[config.mk]
export PLATFORM = sky130hd
export DESIGN_NAME = tl_xbar_nm
export DESIGN_NICKNAME = d
export VERILOG_FILES = /design/src/rtl/tl_pkg.sv /design/src/rtl/tl_rr_arbiter.sv /design/src/rtl/tl_xbar_nm.sv
export SDC_FILE = /design/constraint.sdc
export NUM_CORES = 1
export LEC_CHECK = 0
export BUFFER_PORTS_ARGS = -buffer_cell sky130_fd_sc_hd__buf_4
export CORE_AREA = 2 2 147 149
export DETAILED_ROUTE_END_ITERATION = 8
export DIE_AREA = 0 0 149 151
export RECOVER_POWER = 25
export SLEW_MARGIN = 20
export SYNTH_ARGS = -nofsm -noshare
export SYNTH_HDL_FRONTEND = slang
export SYNTH_SLANG_ARGS = --single-unit
export TNS_END_PERCENT = 50
[constraint.sdc]
create_clock -name clk -period 2.25 [get_ports clk]
set_clock_uncertainty 0.1 [all_clocks]
set_input_delay 0.3375 -clock clk [delete_from_list [all_inputs] [get_ports clk]]
set_output_delay 0.3375 -clock clk [all_outputs]
set_load 0.02 [all_outputs]
[src/rtl/tl_pkg.sv]
// tl_pkg: TileLink-UL opcode constants and default field widths shared by the crossbar files
package tl_pkg;
  localparam logic [2:0] TL_PUT_FULL_DATA    = 3'd0;
  localparam logic [2:0] TL_PUT_PARTIAL_DATA = 3'd1;
  localparam logic [2:0] TL_GET              = 3'd4;
  localparam logic [2:0] TL_ACCESS_ACK       = 3'd0;
  localparam logic [2:0] TL_ACCESS_ACK_DATA  = 3'd1;
  localparam int TL_AW    = 32;
  localparam int TL_DW    = 32;
  localparam int TL_SZW   = 3;
  localparam int TL_OPW   = 3;
  localparam int TL_PW    = 3;
  localparam int TL_SRCW  = 1;
  localparam int TL_SINKW = 1;
endpackage

[src/rtl/tl_rr_arbiter.sv]
// tl_rr_arbiter: N-way round-robin arbiter that holds its grant while the downstream stalls
module tl_rr_arbiter #(
  parameter int N     = 2,
  parameter int IDX_W = 1
) (
  input  logic             clk,
  input  logic             reset,
  input  logic [N-1:0]     req,
  input  logic             ready,
  output logic [N-1:0]     gnt,
  output logic [IDX_W-1:0] idx,
  output logic             valid
);
  logic [IDX_W-1:0] ptr_q, ptr_d, lidx_q, lidx_d, sel;
  logic             lock_q, lock_d, hs;
  // pick the first requester at or after the pointer, or replay the locked winner
  always_comb begin
    sel = '0;
    for (int k = N - 1; k >= 0; k--)
      if (req[(int'(ptr_q) + k) % N]) sel = IDX_W'((int'(ptr_q) + k) % N);
    idx = lock_q ? lidx_q : sel;
    gnt = '0;
    for (int i = 0; i < N; i++) gnt[i] = (int'(idx) == i) && req[i];
    valid  = |gnt;
    hs     = valid && ready;
    ptr_d  = hs ? ((int'(idx) == N - 1) ? '0 : idx + IDX_W'(1)) : ptr_q;
    lock_d = valid && !ready;
    lidx_d = idx;
  end
  // pointer and lock state
  always_ff @(posedge clk or posedge reset)
    if (reset) begin
      ptr_q  <= '0;
      lidx_q <= '0;
      lock_q <= 1'b0;
    end else begin
      ptr_q  <= ptr_d;
      lidx_q <= lidx_d;
      lock_q <= lock_d;
    end
endmodule

[src/rtl/tl_xbar_nm.sv]
// tl_xbar_nm: N-master to 1-slave TL-UL crossbar; TL_XBAR_REG_SLICE_EN adds a 2-entry A-channel slice
module tl_xbar_nm
  import tl_pkg::*;
#(
  parameter int N_MASTERS       = 2,
  parameter int ADDR_WIDTH      = TL_AW,
  parameter int DATA_WIDTH      = TL_DW,
  parameter int SIZE_WIDTH      = TL_SZW,
  parameter int OPCODE_WIDTH    = TL_OPW,
  parameter int PARAM_WIDTH     = TL_PW,
  parameter int SRC_WIDTH       = TL_SRCW,
  parameter int MAX_OUTSTANDING = 4,
  localparam int IDX_W  = (N_MASTERS > 1) ? $clog2(N_MASTERS) : 1,
  localparam int OSRC_W = IDX_W + SRC_WIDTH,
  localparam int MW     = DATA_WIDTH / 8
) (
  input  logic                              clk,
  input  logic                              reset,
  input  logic [N_MASTERS-1:0]              m_a_valid,
  output logic [N_MASTERS-1:0]              m_a_ready,
  input  logic [N_MASTERS*OPCODE_WIDTH-1:0] m_a_opcode,
  input  logic [N_MASTERS*PARAM_WIDTH-1:0]  m_a_param,
  input  logic [N_MASTERS*SIZE_WIDTH-1:0]   m_a_size,
  input  logic [N_MASTERS*SRC_WIDTH-1:0]    m_a_source,
  input  logic [N_MASTERS*ADDR_WIDTH-1:0]   m_a_address,
  input  logic [N_MASTERS*MW-1:0]           m_a_mask,
  input  logic [N_MASTERS*DATA_WIDTH-1:0]   m_a_data,
  output logic [N_MASTERS-1:0]              m_d_valid,
  input  logic [N_MASTERS-1:0]              m_d_ready,
  output logic [N_MASTERS*OPCODE_WIDTH-1:0] m_d_opcode,
  output logic [N_MASTERS*PARAM_WIDTH-1:0]  m_d_param,
  output logic [N_MASTERS*SIZE_WIDTH-1:0]   m_d_size,
  output logic [N_MASTERS*SRC_WIDTH-1:0]    m_d_source,
  output logic [N_MASTERS*TL_SINKW-1:0]     m_d_sink,
  output logic [N_MASTERS*DATA_WIDTH-1:0]   m_d_data,
  output logic [N_MASTERS-1:0]              m_d_error,
  output logic                              a_valid_out,
  input  logic                              a_ready_out,
  output logic [OPCODE_WIDTH-1:0]           a_opcode_out,
  output logic [PARAM_WIDTH-1:0]            a_param_out,
  output logic [SIZE_WIDTH-1:0]             a_size_out,
  output logic [OSRC_W-1:0]                 a_source_out,
  output logic [ADDR_WIDTH-1:0]             a_address_out,
  output logic [MW-1:0]                     a_mask_out,
  output logic [DATA_WIDTH-1:0]             a_data_out,
  input  logic                              d_valid_in,
  output logic                              d_ready_in,
  input  logic [OPCODE_WIDTH-1:0]           d_opcode_in,
  input  logic [PARAM_WIDTH-1:0]            d_param_in,
  input  logic [SIZE_WIDTH-1:0]             d_size_in,
  input  logic [OSRC_W-1:0]                 d_source_in,
  input  logic [TL_SINKW-1:0]               d_sink_in,
  input  logic [DATA_WIDTH-1:0]             d_data_in,
  input  logic                              d_error_in,
  output logic                              err_unmapped
);
  localparam int CNT_W = $clog2(MAX_OUTSTANDING + 1);
  localparam int PW    = OPCODE_WIDTH + PARAM_WIDTH + SIZE_WIDTH + OSRC_W + ADDR_WIDTH + MW + DATA_WIDTH;
  logic [N_MASTERS-1:0] elig, gnt, inc, dec, uflow, dsel;
  logic [IDX_W-1:0]     idx, d_idx;
  logic                 gnt_any, arb_ready, a_hs, d_hs, unmapped, err_q, err_d;
  logic [PW-1:0]        pl, a_pl_out;

  tl_rr_arbiter #(.N(N_MASTERS), .IDX_W(IDX_W)) u_arb (
    .clk(clk), .reset(reset), .req(elig), .ready(arb_ready),
    .gnt(gnt), .idx(idx), .valid(gnt_any)
  );

  // A payload of the granted master, tagged with its index in the upper source bits
  always_comb begin
    pl = '0;
    for (int i = 0; i < N_MASTERS; i++)
      if (gnt[i])
        pl = {m_a_opcode[i*OPCODE_WIDTH +: OPCODE_WIDTH], m_a_param[i*PARAM_WIDTH +: PARAM_WIDTH],
              m_a_size[i*SIZE_WIDTH +: SIZE_WIDTH], idx, m_a_source[i*SRC_WIDTH +: SRC_WIDTH],
              m_a_address[i*ADDR_WIDTH +: ADDR_WIDTH], m_a_mask[i*MW +: MW],
              m_a_data[i*DATA_WIDTH +: DATA_WIDTH]};
  end

`ifdef TL_XBAR_REG_SLICE_EN
  logic [PW-1:0] mem_q [2], mem_d [2];
  logic          wp_q, wp_d, rp_q, rp_d, deq;
  logic [1:0]    sl_q, sl_d;
  assign arb_ready   = sl_q != 2'd2;
  assign a_valid_out = sl_q != 2'd0;
  assign a_pl_out    = mem_q[rp_q];
  assign deq         = a_valid_out && a_ready_out;
  // skid FIFO: arbiter winners enqueue, slave handshakes dequeue
  always_comb begin
    mem_d = mem_q;
    if (a_hs) mem_d[wp_q] = pl;
    wp_d = wp_q ^ a_hs;
    rp_d = rp_q ^ deq;
    sl_d = sl_q + {1'b0, a_hs} - {1'b0, deq};
  end
  // slice storage and pointers
  always_ff @(posedge clk or posedge reset)
    if (reset) begin
      mem_q <= '{default: '0};
      wp_q  <= 1'b0;
      rp_q  <= 1'b0;
      sl_q  <= 2'd0;
    end else begin
      mem_q <= mem_d;
      wp_q  <= wp_d;
      rp_q  <= rp_d;
      sl_q  <= sl_d;
    end
`else
  assign arb_ready   = a_ready_out;
  assign a_valid_out = gnt_any;
  assign a_pl_out    = pl;
`endif

  assign a_hs      = gnt_any && arb_ready;
  assign m_a_ready = gnt & {N_MASTERS{arb_ready}};
  assign {a_opcode_out, a_param_out, a_size_out, a_source_out, a_address_out, a_mask_out, a_data_out} = a_pl_out;

  assign d_idx      = d_source_in[OSRC_W-1:SRC_WIDTH];
  assign unmapped   = ~|dsel;
  assign m_d_valid  = dsel & {N_MASTERS{d_valid_in}};
  assign d_ready_in = unmapped | |(dsel & m_d_ready);
  assign d_hs       = d_valid_in && d_ready_in;
  assign m_d_opcode = {N_MASTERS{d_opcode_in}};
  assign m_d_param  = {N_MASTERS{d_param_in}};
  assign m_d_size   = {N_MASTERS{d_size_in}};
  assign m_d_source = {N_MASTERS{d_source_in[SRC_WIDTH-1:0]}};
  assign m_d_sink   = {N_MASTERS{d_sink_in}};
  assign m_d_data   = {N_MASTERS{d_data_in}};
  assign m_d_error  = {N_MASTERS{d_error_in}};

  for (genvar i = 0; i < N_MASTERS; i++) begin : g_cnt
    logic [CNT_W-1:0] cnt_q, cnt_d;
    assign dsel[i]  = d_idx == IDX_W'(i);
    assign elig[i]  = m_a_valid[i] && cnt_q < CNT_W'(MAX_OUTSTANDING);
    assign inc[i]   = a_hs && gnt[i];
    assign dec[i]   = d_hs && dsel[i] && cnt_q != '0;
    assign uflow[i] = d_hs && dsel[i] && cnt_q == '0;
    // in-flight count per master; a response with nothing outstanding is not subtracted
    always_comb cnt_d = cnt_q + CNT_W'(inc[i]) - CNT_W'(dec[i]);
    // outstanding counter register
    always_ff @(posedge clk or posedge reset)
      if (reset) cnt_q <= '0;
      else cnt_q <= cnt_d;
  end

  // sticky flag for responses that match no master or no outstanding request
  always_comb err_d = err_q | (d_valid_in && unmapped) | |uflow;
  // error flag register
  always_ff @(posedge clk or posedge reset)
    if (reset) err_q <= 1'b0;
    else err_q <= err_d;
  assign err_unmapped = err_q;
endmodule

* Word-level counts from Yosys, hierarchy flattened
Index checks and enable logic that the tools add are counted.
W data, S select, Z words.
** Storage, ports and cells
- Logic and storage cells :: 57
- Bits in registers :: 10
** Operators by class
- Magnitude comparators :: 4
- Multiplexer cells :: 11
- Add/sub/neg operators :: 6
- Reduce and logical (&&, ||, !) cells :: 23
- Bitwise operators :: 7
** Operator list (count)
- $mux W79 :: 2
- $logic_and A1 B1 Y1 :: 15
- $mux W1 :: 9
- $add A3 B1 Y3 :: 2
- $and A2 B2 Y2 :: 3
- $logic_not A3 Y1 :: 2
- $lt A3 B3 Y1 const B :: 2
- $reduce_bool A3 Y1 :: 2
- $reduce_or A2 Y1 :: 3
- $sub A3 B1 Y3 :: 2
- $lt A2 B3 Y1 const B :: 1
- $add A1 B1 Y1 const B :: 2
- $lt A1 B2 Y1 const B :: 1
- $not A1 Y1 :: 2
- $and A1 B1 Y1 const A :: 1
- $logic_not A1 Y1 :: 1
- $or A1 B1 Y1 :: 1

* Depth between registers and ports, before layout
- Depth after elaboration :: 15
- Mapped depth :: 11

* By module
From an unflattened synthesis, not the netlist that was laid out.
** Unflattened totals
- Cell total of the unflattened synthesis :: 250
- Area, all modules :: 2108.3 µm²
** Modules (own cells, without submodules)
- tl_xbar_nm :: times used 1, area an instance 1928.1 µm², cells each 230
- tl_rr_arbiter :: times used 1, area an instance 180.2 µm², cells each 20

* Least setup slack after synthesis
OpenSTA, ideal clock, no wires.
- Path kind :: register -> register
- Start :: register g_cnt[0].cnt_q[2]
- End :: register g_cnt[0].cnt_q[2]
- Setup slack :: -0.191 ns
- Library setup time :: 0.124 ns
- Cell stages (with the launch flop) :: 12
- Arrival time :: 2.217 ns
- Path through :: dfrtp_1 -> nor2b_1 -> o311a_1 -> buf_2 -> buf_6 -> buf_6 -> and2_1 -> ha_1 -> inv_1 -> fa_1 -> xnor2_1 -> xnor2_1
** Between the ends
- Longest elaborated chain between the ends :: 15
- Elaborated cells on any way between the ends :: 20
- Classes of those cells :: 2 x add/sub; 1 x order compare; 8 x mux; 1 x bitwise; 8 x reduce/logical
** RTL lines
- start, declared :: RTL line tl_xbar_nm.sv:133 : logic [CNT_W-1:0] cnt_q, cnt_d;
- start signal, assigned :: RTL line tl_xbar_nm.sv:144 : else cnt_q <= cnt_d;
- $lt A3 B3 Y1 :: RTL line tl_xbar_nm.sv:135 : assign elig[i] = m_a_valid[i] && cnt_q < CNT_W'(MAX_OUTSTANDING);
- $logic_and A1 B1 Y1 :: RTL line tl_xbar_nm.sv:135
- $mux W1 (implied by the code) (3 in a row) :: RTL line tl_rr_arbiter.sv:20 : if (req[(int'(ptr_q) + k) % N]) sel = IDX_W'((int'(ptr_q) + k) % N);
- $mux W1 (2 in a row) :: RTL line tl_rr_arbiter.sv:20
- $mux W1 :: RTL line tl_rr_arbiter.sv:21 : idx = lock_q ? lidx_q : sel;
- $not A1 Y1 :: RTL line tl_rr_arbiter.sv:23 : for (int i = 0; i < N; i++) gnt[i] = (int'(idx) == i) && req[i];
- $logic_and A1 B1 Y1 :: RTL line tl_rr_arbiter.sv:23
- $reduce_or A2 Y1 :: RTL line tl_rr_arbiter.sv:24 : valid = |gnt;
- $logic_and A1 B1 Y1 :: RTL line tl_xbar_nm.sv:115 : assign a_hs = gnt_any && arb_ready;
- $logic_and A1 B1 Y1 :: RTL line tl_xbar_nm.sv:136 : assign inc[i] = a_hs && gnt[i];
- $add A3 B1 Y3 :: RTL line tl_xbar_nm.sv:140 : always_comb cnt_d = cnt_q + CNT_W'(inc[i]) - CNT_W'(dec[i]);
- $sub A3 B1 Y3 * :: RTL line tl_xbar_nm.sv:140
- net g_cnt[0].cnt_d[2] :: RTL line tl_xbar_nm.sv:133
The timed path passes the listed nets; every way through them passes the cells marked *. The select of a mux whose other input is x is not followed.
A chain may end at the register's enable or synchronous reset.

* Final worst setup path
- Start :: register g_cnt[1].cnt_q[2]
- End :: output a_source_out[0]
** Between the ends
- Longest elaborated chain between the ends :: 12
- Elaborated cells on any way between the ends :: 15
- Classes of those cells :: 1 x order compare; 10 x mux; 1 x bitwise; 3 x reduce/logical
** RTL lines
- start, declared :: RTL line tl_xbar_nm.sv:133
- start signal, assigned :: RTL line tl_xbar_nm.sv:144
- $lt A3 B3 Y1 * :: RTL line tl_xbar_nm.sv:135
- $logic_and A1 B1 Y1 * :: RTL line tl_xbar_nm.sv:135
- $mux W1 (implied by the code) (3 in a row) :: RTL line tl_rr_arbiter.sv:20
- $mux W1 (2 in a row) :: RTL line tl_rr_arbiter.sv:20
- $mux W1 :: RTL line tl_rr_arbiter.sv:21
- $not A1 Y1 :: RTL line tl_rr_arbiter.sv:23
- $logic_and A1 B1 Y1 :: RTL line tl_rr_arbiter.sv:23
- $mux W79 :: RTL line tl_xbar_nm.sv:73 : if (gnt[i])
- $mux W79 * :: RTL line tl_xbar_nm.sv:73
- end, declared :: RTL line tl_xbar_nm.sv:42 : output logic [OSRC_W-1:0] a_source_out,
Mark *: on every way between the ends. The rest lies on a longest branch, timed or not. The select of a mux whose other input is x is not followed.

==> metrics <==
status=finished, violations left; failing checks=setup timing; Max Freq=436 MHz; ANT nets after route=0; RSZ-0062 raised after global routing=yes; ant diodes=0; synth warn=0; Syn Area/Cell=about 8.4 µm²; P_leak=roughly 2 nW; Post-synth top flop=dfrtp_1; Critical Path Sink Type=primary output; final setup fails=38; ranking of synthesized cells by area=a22o_1, buf_4, dfrtp_1; Pwr Density=about 990 mW/mm²; DIE HEIGHT=about 150 µm; crit start category=register; combinational share of power=82.9%; TNS Setup=-0.654 ns; DR WL/cell=between 15 and 20 µm; gpl congestion=0.696; gr usage total=slightly above 7%; Worst-Skew Late Latency=0.23 ns; H-tree depth=1; Crit Path Class=register to primary output; register bit total from synthesis=10; EDFF count, synth=0; Sink Count=10; Post-route DRC=0; Initial Util=9.81%; IO Count=~380; first-pass GRT wire length=12.4 mm; Post-Syn Area=between 0.002 and 0.0025 mm²; worst r2r src=g_cnt[0].cnt_q[2]$_DFF_PP0_; syn_nets=~460; largest net degree at the start of global routing=~80; via count=around 2400; Clk pwr share=under 10%; Synth area leader=a22o_1; max cap viols=0; Final Max Slew Viols=0; placed insts=668; arrival time at the worst endpoint=roughly 1.9 ns; reg2reg end=g_cnt[0].cnt_q[2]$_DFF_PP0_; final hold vios=0; Pre-Repair DR Iteration Count=4; Overflow after GRT=0; setup slack, reg-to-reg=0.07 ns; area of the die=between 0.02 and 0.025 mm²; Initial DRC Count=63; # rows=between 50 and 60; Hold Buf Count CTS=0; crit share post-route=102%; Synth Instances=~240; Final Instance Count excl. Fillers=a little under 700; slowest cell delay on critical path=around 0.40 ns; Vias/cell=around 3.6; Crit Path Max Fanout=39; ys async rst share=100%; slowest stage cell on the critical path=dfrtp_1; Min-Delay Path Class=input port to asynchronous set/reset pin; Detailed Route WL=10.6 mm; Seq/Total Area, Yosys=between 10% and 20%; Worst-Margin Slew=approximately 0.43 ns; share of layout cells above drive strength 1=~70%; Yosys top cell area share=between 30% and 40%; Layout area overhead=95.5%; CTS max path bufs=2; setup repair bufs after CTS=0; number of global-route vias before repair=2162; CP required=1.81 ns; CP cell instances=nand2b_4 -> o311a_4 -> clkbuf_16 -> a22o_1 -> buf_6; Reg power frac=a little under a tenth; internal power=~2.2 mW; Reg2Reg Depth=9; total power=just under 4 mW; VDD IR max=between 300 and 400 µV; CORE AREA=between 0.02 and 0.025 mm²; Die Width=around 150 µm; root buffer cell=clkbuf_16; Distinct cells, synth=29; Final Net Count=about 600; port bufs=250; DP HPWL=around 8.2 mm; Fill cells=between 2000 and 2500; clock-pin transition on the worst setup and hold timing paths=about 0.04 ns; setup ws final=-0.0423 ns; CTS tree=done; sw frac=45.4%; cts bufs inserted=3; initial antenna violation count=0; sw power=1.80 mW; Slew HR=a little under three quarters; Tmin final=2.29 ns
[cell families after synthesis]
group                      after synthesis  share of synthesized area (%)
muxes                                    1                          0.551
and+or+nand+nor                         18                           5.27
AOI/OAI and AO/OA                       87                           36.8
buffers and inverters                  117                           39.0
DFF                                     10                           12.2
xor gates and xnor gates                 4                           1.71
adders and majority gates                6                           4.41
[how the worst max path moves through the flow]
stage / startpoint / end / slack (ns) / cells after the start
global placement: m_a_valid[0] / a_data_out[7] / -0.008 / 6
detailed placement: m_a_valid[0] / a_data_out[7] / -0.05 / 6
global route: g_cnt[1].cnt_q[2]$_DFF_PP0_ / a_data_out[14] / -0.11 / 5
floorplan: g_cnt[0].cnt_q[2]$_DFF_PP0_ / g_cnt[0].cnt_q[2]$_DFF_PP0_ / -0.12 / 11
finish: g_cnt[1].cnt_q[2]$_DFF_PP0_ / a_source_out[0] / -0.04 / 5
CTS: g_cnt[0].cnt_q[2]$_DFF_PP0_ / a_data_out[5] / -0.09 / 5
[sequential cells by signal (all words and copies together) (netlist names)]
signal / count
u_arb.lock_q: 1
g_cnt.cnt_q: 6
err_unmapped: 1
u_arb.lidx_q: 1
u_arb.ptr_q: 1
[layout make-up]
type / count / area (µm²) / share of cell area, %
tap: 275 / 344 / 8.61
multi-input combinational: 116 / 1050 / 26.2
sequential: 10 / 254 / 6.36
inverter: 11 / 41.3 / 1.03
clock buffer: 3 / 75.1 / 1.88
timing repair buffer: 258 / 2230 / 55.9
[stage by stage]
step / area (µm²) / hold WS, ns / utilization [%] / setup slack (ns)
floorplan: 2050 / 0.0777 / - / -0.121
global placement: 3610 / 0.250 / 17.3 / -0.00843
detailed placement: 3610 / 0.268 / 17.3 / -0.0454
CTS: 3700 / 0.0239 / 17.8 / -0.0908
global route: 4000 / 0.0347 / 19.2 / -0.112
finish: 4000 / 0.00692 / 19.2 / -0.0423
[synthesized netlist by cell type (3+ instances only)]
library cell	n
clkbuf_1	6
nor2_1	3
ha_1	4
dfrtp_1	10
buf_4	88
a22o_1	78
and2_1	4
buf_2	10
inv_1	10
xnor2_1	4
[worst max-delay path: cells and delay by family, from the launching register on]
kind            cells  cell delay (ns)
compound gates      2             0.64
buf+inv             2             0.38
flops               1             0.40
simple gates        1             0.18
[layer usage]
layer	up-vias	global-route usage [%]	part of all wire [%]
li1	1110	-	-
met1	1127	8.08	36
met2	173	11.9	48
met3	29	3.31	14
met4	0	2.52	2.1
met5	-	0	0
[power groups by stage]
stage          clock network, mW  logic (mW)  registers, mW
4_1_cts                    0.311        2.92          0.356
3_3_place_gp                   0        2.89          0.352
3_5_place_dp                   0        2.90          0.355
6_report                   0.305        3.29          0.372
5_1_grt                    0.326        3.50          0.385
2_1_floorplan                  0        1.86          0.354
[layout by cell type, fill, tap and decap left out, types with 2 or more instances in the layout]
cell type | Yosys | layout
buf_16 | 0 | 2
clkbuf_16 | 0 | 5
nand2_1 | 2 | 2
buf_4 | 88 | 194
xnor2_1 | 4 | 4
a22o_1 | 78 | 77
ha_1 | 4 | 4
a21oi_1 | 2 | 2
and2_1 | 4 | 3
a31oi_1 | 2 | 2
inv_1 | 10 | 10
dfrtp_1 | 10 | 7
buf_6 | 2 | 59
fa_1 | 2 | 2
dfrtp_2 | 0 | 3
nor2_1 | 3 | 3
[repair_timing]
item | 4_1_cts | 5_1_grt
endpoints found under the hold margin | 0 | 0
endpoints found under the setup margin | 79 | 81
cloned | 0 | 2
pin swaps | 0 | 37
gates resized for setup | 3 | 65
No activity file was read; power rests on OpenSTA's default activity.
